$ cat src/rtl/serial_add_sub_pkg.sv
// Shared types and constants for the bit-serial add/subtract unit.
package serial_add_sub_pkg;

  typedef enum logic [1:0] {
    IDLE  = 2'd0,
    SHIFT = 2'd1,
    DONE  = 2'd2
  } state_e;

  localparam logic OP_ADD = 1'b0;
  localparam logic OP_SUB = 1'b1;

  // Signed overflow from operand and result sign bits.
  function automatic logic signed_ovf(input logic op_sel,
                                      input logic a_msb,
                                      input logic b_msb,
                                      input logic r_msb);
    logic same_sign_in;
    same_sign_in = (a_msb == b_msb);
    if (op_sel == OP_ADD) begin
      return same_sign_in && (r_msb != a_msb);
    end
    return !same_sign_in && (r_msb != a_msb);
  endfunction

endpackage

$ cat src/rtl/serial_add_sub_unit_bit_cell.sv
// One-bit full adder / full subtractor cell used for every serial step.
module addsub_bit_cell
  import serial_add_sub_pkg::*;
(
  input  logic a,
  input  logic b,
  input  logic cin_bin,
  input  logic sel,
  output logic sum_diff,
  output logic cout_bout
);

  logic a_xor_b;

  always_comb begin
    a_xor_b  = a ^ b;
    sum_diff = a_xor_b ^ cin_bin;
    if (sel == OP_SUB) begin
      // Borrow when b plus incoming borrow exceeds a.
      cout_bout = (~a & b) | (~a_xor_b & cin_bin);
    end else begin
      cout_bout = (a & b) | (a_xor_b & cin_bin);
    end
  end

endmodule

$ cat src/rtl/serial_add_sub_unit.sv
// Bit-serial adder/subtractor, LSB first, one bit per clock.
// Signed overflow flag is built only when SERIAL_ADD_SUB_OVF_EN is defined.
module serial_add_sub_unit
  import serial_add_sub_pkg::*;
#(
  parameter int unsigned WIDTH = 8
) (
  input  logic             clk,
  input  logic             rst,
  input  logic             start,
  input  logic             sel,
  input  logic [WIDTH-1:0] a,
  input  logic [WIDTH-1:0] b,
  output logic             busy,
  output logic             done,
  output logic [WIDTH-1:0] result,
  output logic             cout_bout,
  output logic             overflow
);

  localparam int unsigned CNT_W = $clog2(WIDTH);

  state_e           state_q,  state_d;
  logic [WIDTH-1:0] a_q,      a_d;
  logic [WIDTH-1:0] b_q,      b_d;
  logic [WIDTH-1:0] result_q, result_d;
  logic [CNT_W-1:0] cnt_q,    cnt_d;
  logic             sel_q,    sel_d;
  logic             carry_q,  carry_d;
  logic             cout_q,   cout_d;
  logic             busy_q,   busy_d;
  logic             done_q,   done_d;

  logic cell_a;
  logic cell_b;
  logic cell_sum;
  logic cell_cout;
  logic last_bit;

  always_comb begin
    cell_a   = a_q[cnt_q];
    cell_b   = b_q[cnt_q];
    last_bit = (cnt_q == CNT_W'(WIDTH - 1));
  end

  addsub_bit_cell u_cell (
    .a         (cell_a),
    .b         (cell_b),
    .cin_bin   (carry_q),
    .sel       (sel_q),
    .sum_diff  (cell_sum),
    .cout_bout (cell_cout)
  );

  // Next-state and datapath update.
  always_comb begin
    state_d  = state_q;
    a_d      = a_q;
    b_d      = b_q;
    result_d = result_q;
    cnt_d    = cnt_q;
    sel_d    = sel_q;
    carry_d  = carry_q;
    cout_d   = cout_q;

    case (state_q)
      IDLE: begin
        if (start) begin
          state_d = SHIFT;
          a_d     = a;
          b_d     = b;
          sel_d   = sel;
          cnt_d   = '0;
          carry_d = 1'b0;
        end
      end
      SHIFT: begin
        result_d = {cell_sum, result_q[WIDTH-1:1]};
        carry_d  = cell_cout;
        cnt_d    = cnt_q + CNT_W'(1);
        if (last_bit) begin
          state_d = DONE;
          cout_d  = cell_cout;
        end
      end
      DONE: begin
        state_d = IDLE;
      end
      default: begin
        state_d = IDLE;
      end
    endcase

    busy_d = (state_d != IDLE);
    done_d = (state_d == DONE);
  end

  always_ff @(posedge clk) begin
    if (rst) begin
      state_q  <= IDLE;
      a_q      <= '0;
      b_q      <= '0;
      result_q <= '0;
      cnt_q    <= '0;
      sel_q    <= 1'b0;
      carry_q  <= 1'b0;
      cout_q   <= 1'b0;
      busy_q   <= 1'b0;
      done_q   <= 1'b0;
    end else begin
      state_q  <= state_d;
      a_q      <= a_d;
      b_q      <= b_d;
      result_q <= result_d;
      cnt_q    <= cnt_d;
      sel_q    <= sel_d;
      carry_q  <= carry_d;
      cout_q   <= cout_d;
      busy_q   <= busy_d;
      done_q   <= done_d;
    end
  end

  assign busy      = busy_q;
  assign done      = done_q;
  assign result    = result_q;
  assign cout_bout = cout_q;

`ifdef SERIAL_ADD_SUB_OVF_EN
  logic ovf_q, ovf_d;

  // Overflow is judged on the step that produces the result MSB.
  always_comb begin
    ovf_d = ovf_q;
    if ((state_q == SHIFT) && last_bit) begin
      ovf_d = signed_ovf(sel_q, a_q[WIDTH-1], b_q[WIDTH-1], cell_sum);
    end
  end

  always_ff @(posedge clk) begin
    if (rst) begin
      ovf_q <= 1'b0;
    end else begin
      ovf_q <= ovf_d;
    end
  end

  assign overflow = ovf_q;
`else
  assign overflow = 1'b0;
`endif

endmodule

$ cat config.mk
export PLATFORM = sky130hd
export DESIGN_NAME = serial_add_sub_unit
export DESIGN_NICKNAME = d
export VERILOG_FILES = /design/src/rtl/serial_add_sub_pkg.sv /design/src/rtl/serial_add_sub_unit_bit_cell.sv /design/src/rtl/serial_add_sub_unit.sv
export SDC_FILE = /design/constraint.sdc
export NUM_CORES = 1
export LEC_CHECK = 0
export ABC_AREA = 1
export BUFFER_PORTS_ARGS = -buffer_cell sky130_fd_sc_hd__buf_2
export CAP_MARGIN = 25
export CORE_MARGIN = 2
export CORE_UTILIZATION = 50
export DETAILED_ROUTE_END_ITERATION = 12
export GPL_TIMING_DRIVEN = 0
export PLACE_DENSITY_LB_ADDON = 0.3
export SLEW_MARGIN = 20
export SYNTH_ARGS = -nofsm -noshare
export SYNTH_HDL_FRONTEND = slang
export SYNTH_SLANG_ARGS = --single-unit
$ cat constraint.sdc
create_clock -name clk -period 3.48 [get_ports clk]
set_clock_uncertainty 0.15 [all_clocks]
set_input_delay 0.348 -clock clk [delete_from_list [all_inputs] [get_ports clk]]
set_output_delay 0.348 -clock clk [all_outputs]
set_load 0.01 [all_outputs]
After elaboration in Yosys (flattened, before gate mapping)

Cells that the tools add are included.

Input port bits: 20
Word-level logic and storage cells: 44
Memory bits (writable): 0
Latch bits: 0
Flip-flop bits (word level): 34
Output and inout bits: 12
Memories kept: 0
Bits in read-only memories: 0

Reduce and logical (&&, ||, !) cells: 6
Shift-type cells: 0
Multiply operators: 0
$add $sub $neg: 1
Eq/ne operators: 4
Multiplexer cells: 12
Div/mod/pow operators: 0
Bitwise gates (word level): 10
Order comparisons: 1

Operators by type and width:

| operator                                                                      | count |
|---|---|
| 1-bit binary-select mux with 3-bit select                                     | 2 |
| 3-bit one-hot mux with 2 select lines                                         | 1 |
| 2-bit AND reduction                                                           | 3 |
| 1-bit bitwise AND                                                             | 4 |
| 3-bit by 4-bit less-than comparator with 1-bit output (second input constant) | 1 |
| 1-bit two-way mux                                                             | 4 |
| 2-bit two-way mux                                                             | 2 |
| 2-bit one-hot mux with 2 select lines                                         | 1 |
| 2-bit nonzero test                                                            | 2 |
| 3-bit by 1-bit adder with 3-bit output (second input constant)                | 1 |
| 3-bit == test (second input constant)                                         | 1 |
| 3-bit two-way mux                                                             | 1 |
| 2-bit by 1-bit == test with 1-bit output (second input constant)              | 1 |
| 2-bit == test (second input constant)                                         | 1 |
| 2-bit logical NOT                                                             | 1 |
| 2-bit != test (second input constant)                                         | 1 |
| 1-bit inverter                                                                | 2 |
| 1-bit bitwise OR                                                              | 2 |
| 1-bit one-hot mux with 2 select lines                                         | 1 |
| 1-bit bitwise XOR                                                             | 2 |

Longest topological paths before layout

Word-level depth: 8
Mapped depth: 12
Depth with buffers taken out: 11

Hierarchy

From an unflattened synthesis, not the netlist that was laid out.

Cell total of the unflattened synthesis: 212
Area total of the unflattened synthesis: 1493.9 µm²

Modules (own cells, without submodules):

| module              | area each (µm²) | seq. area each (µm²) | cells an instance | times used |
|---|---|---|---|---|
| serial_add_sub_unit | 1427.6          | 680.7                | 203               | 1 |
| addsub_bit_cell     | 66.3            | 0.0                  | 9                 | 1 |

Worst setup path before layout

Ideal clock, no wire load.

Path type: register -> register
From: register cnt_q[0]
To: register carry_q
Clock period less this slack: 1824 ps
Stages on the path, launching flop included: 12
Data arrival time: 1604 ps
Setup time: 70 ps
Required time: 3260 ps
Buffers on the path: 1
Slack: 1656 ps
Cell sequence: dfxtp_1 -> buf_2 -> inv_2 -> nand2_1 -> nand3_1 -> nand2_1 -> nand2_1 -> nand2_1 -> fa_1 -> o21ai_0 -> nand2_1 -> a21oi_1

Cells in the longest elaborated chain, start to end: 8
Elaborated cells between the ends (all ways): 15
Classes of those cells: 6 x mux; 9 x bitwise

Ends and longest elaborated chain:

| element                                                      | RTL line                                             | source |
|---|---|---|
| start, declared                                              | serial_add_sub_unit.sv:27                            | `logic [CNT_W-1:0] cnt_q, cnt_d;` |
| start signal, assigned                                       | serial_add_sub_unit.sv:115                           | `cnt_q <= cnt_d;` |
| 1-bit binary-select mux with 3-bit select (on tied branches) | serial_add_sub_unit.sv:41, serial_add_sub_unit.sv:42 |  |
| 1-bit two-way mux (on tied branches)                         | serial_add_sub_unit.sv:41, serial_add_sub_unit.sv:42 |  |
| 1-bit bitwise XOR                                            | serial_add_sub_unit_bit_cell.sv:16                   | `a_xor_b = a ^ b;` |
| 1-bit inverter                                               | serial_add_sub_unit_bit_cell.sv:20                   | `cout_bout = (~a & b) \| (~a_xor_b & cin_bin);` |
| 1-bit bitwise AND                                            | serial_add_sub_unit_bit_cell.sv:20                   |  |
| 1-bit bitwise OR                                             | serial_add_sub_unit_bit_cell.sv:20                   |  |
| 1-bit two-way mux *                                          | serial_add_sub_unit_bit_cell.sv:18                   | `if (sel == OP_SUB) begin` |
| 1-bit one-hot mux with 2 select lines *                      | serial_add_sub_unit.sv:66                            | `case (state_q)` |
| end signal, assigned                                         | serial_add_sub_unit.sv:117                           | `carry_q <= carry_d;` |
| end, declared                                                | serial_add_sub_unit.sv:29                            | `logic carry_q, carry_d;` |

Every way passes the cells marked *; elsewhere a longest branch is shown, timed or not. The select of a mux whose other input is x is not followed.
A chain may end at the register's enable or synchronous reset.

Final worst setup path

Ends and elaborated chain as after synthesis.

==> summary.md <==
| Metric | Value |
|---|---|
| Status | finished clean |
| Fin cells | 282 |
| CTS HTree Levels | 2 |
| Sequential Power Share | 0.456 |
| Dpl cells | 274 |
| Fin Setup TNS | 0 ps |
| Netlist cell types | 21 |
| Hold_buf cts | 0 |
| Post-layout worst setup margin | 1421 ps |
| Switching Share | 0.2443 |
| Final Setup Violations | 0 |
| Ports | 32 |
| Fin crit share | 0.5918 |
| Skew-Pair Late Insertion Delay | 360 ps |
| Critical-path maximum fanout | 10 |
| CTS max path bufs | 2 |
| Clk sinks | 34 |
| Fin. Hold Viols | 0 |
| Most frequent cells in the layout | 52 x nor2_1, 37 x nand2_1, 34 x dfxtp_1 |
| TritonCTS clock tree | built |
| Overflow after GRT | 0 |
| Critical Path RT | 3620 ps |
| Routed WL | 2.846 mm |
| Mapped Cells | 212 |
| Total Power | 0.9438 mW |
| Post-CTS setup buffer count | 0 |
| Pwr dens | 516.7 nW/um^2 |
| Slowest CP cell | fa_1 |
| # fillers | 292 |
| DIE HEIGHT | 59.30 um |
| Total CTS buffers | 5 |
| Hpwl dp | 2.068 mm |
| Worst setup EP type | register |
| Final instance area | 1827 um^2 |
| Max cap viols | 0 |
| Die W | 59.30 um |
| Area after DPL | 1715 um^2 |
| Final slew viol count | 0 |
| Most used cell, CP | nand2_1 |
| Root Driver | clkbuf_4 |
| Wirelength per Cell | 10.09 um |
| Worst VDD drop | 0.0002327 V |
| Synth Cell Area | 1529 um^2 |
| Initial DRT Pass Iterations | 4 |
| Startpoint types | register |
| Net Sw Power | 0.2305 mW |
| Mean post-synth cell area | 7.212 um^2 |
| Leak pwr | 0.8939 nW |
| Nets | 272 |
| Number of global-route vias before repair | 1,155 |
| Reg clk slew, reported paths | 100 ps |
| CP peak stage delay | 390 ps |
| Drc violations | 0 |
| Flops & latches, synth | 34 |
| Unrepaired setup endpoints after global routing | no |
| Int Power | 0.7133 mW |
| Hold Slack | 22.97 ps |
| Core ar. | 2978 um^2 |
| Initial Util | 0.5134 |
| Row cnt | 20 |
| Peak Freq | 485.6 MHz |
| Min-delay worst type | primary input to register |
| Ys Warns | 0 |
| Comb pwr share | 0.138 |
| CTS resizes | 0 |
| Starting DRT DRC Count | 42 |
| Seq/Total Area, Yosys | 0.4452 |
| Commonest non-fill, non-tap cell in the layout | nor2_1 |
| Area grow syn2layout | 19.48% |
| GRT Util Overall | 0.1918 |
| Final core occ | 0.6134 |
| ANT nets after route | 0 |
| GP Congestion | 0.8214 |
| Layout cells sized above 1 | 0.2209 |
| Crit Path Class | register to register |
| Critical path cell sequence | buf_2, inv_2, nand2_1, nand3_1, nand2_1, nand2_1, nand2_1, fa_1, o21ai_0, nand2_1, a21oi_1 |
| Vias/cell | 4.791 |
| PortBufs | 29 |
| Clock power frac | 0.406 |
| Largest net degree at the start of global routing | 12 |
| Final worst path period need | 2059 ps |
| Total vias in the final route | 1,351 |
| ANT cells | 0 |
| Die footprint | 3516 um^2 |
| Antenna violations before repair | 0 |
| Place WS | 1410 ps |
| First-pass GRT wire length | 4.919 mm |
| Syn nets | 236 |
| Crit path DAT | 2200 ps |
## power groups by stage
stage                     clock (mW)  sequential (mW)  combinational [mW]
final                          0.383            0.431               0.130
after global routing           0.406            0.435               0.152
after CTS                      0.391            0.431               0.133
after detailed placement           0            0.439               0.132
after global placement             0            0.439               0.130
after floorplan                    0            0.441              0.0915
## state kept, by name, summed over array words and instances (netlist names)
register / cells
done: 1
cnt_q: 3
sel_q: 1
result: 8
carry_q: 1
cout_bout: 1
a_q: 8
state_q: 2
b_q: 8
busy: 1
## metal layers
metal / routed length [um] / global-route usage / vias to the layer above
met5: 0 / 0 / -
met4: 72 / 0.1266 / 0
met3: 139 / 0.05240 / 7
met2: 1300 / 0.2998 / 22
met1: 1334 / 0.2289 / 604
li1: - / - / 718
## final timing paths
path	from	end	slack (ps)	depth (start not counted)
setup / recovery	cnt_q[0]$_SDFFE_PP0P_	carry_q$_SDFFE_PP0P_	1420	11
hold reg to reg	cout_bout$_SDFFE_PP0P_	cout_bout$_SDFFE_PP0P_	320	2
setup reg to reg	cnt_q[0]$_SDFFE_PP0P_	carry_q$_SDFFE_PP0P_	1420	11
hold / removal	rst	cnt_q[1]$_SDFFE_PP0P_	20	2
## synthesized netlist by cell type
master   instances  area (um^2)
nor3b_1          1        7.510
nor2_2           4        25.02
nor2_1          52        195.2
conb_1           1        3.750
buf_2            4        20.02
nand2_1         37        138.9
inv_4            1        6.260
inv_2            3        11.26
buf_6            2        22.52
nand3_1         10        50.05
nand3_4          1        17.52
fa_1             2        40.04
ha_1             2        25.02
buf_4            1        7.510
buf_12           1        20.02
o21ai_1          4        20.02
a21oi_1          4        20.02
o21ai_0         24        120.1
dfxtp_1         34        680.7
nor2_4           1        11.26
inv_1           23        86.33
## worst max-delay path: cells and delay by family, from the launching register on
family	cells	cell delay [ps]
adder cells (fa/ha/maj)	1	390
flip-flops	1	330
buffers and inverters	2	330
AO/OA/AOI/OAI	2	370
AND/OR/NAND/NOR	6	420
## kinds of logic (layout without fill, tap and decap cells)
| group | Yosys count | count (layout) | share of synthesized area |
|---|---|---|---|
| other | 1 | 1 | 0.002453 |
| AND/OR/NAND/NOR | 106 | 106 | 0.2913 |
| buffers and inverters | 35 | 72 | 0.1138 |
| flip-flops | 34 | 34 | 0.4452 |
| AO/OA/AOI/OAI | 32 | 32 | 0.1048 |
| adder cells (fa/ha/maj) | 4 | 4 | 0.04255 |
## final cells by class
cell class	instances	area (um^2)	share of cell area
Timing Repair Buffer	29	145.1	0.07945
Tap cell	33	41.29	0.02260
Buffer	8	70.07	0.03836
Clock buffer	6	51.30	0.02808
Clock inverter	2	60.06	0.03288
Inverter	27	103.9	0.05685
Sequential cell	34	680.7	0.3726
Multi-Input combinational cell	143	674.4	0.3692
No activity file was read; power rests on OpenSTA's default activity.
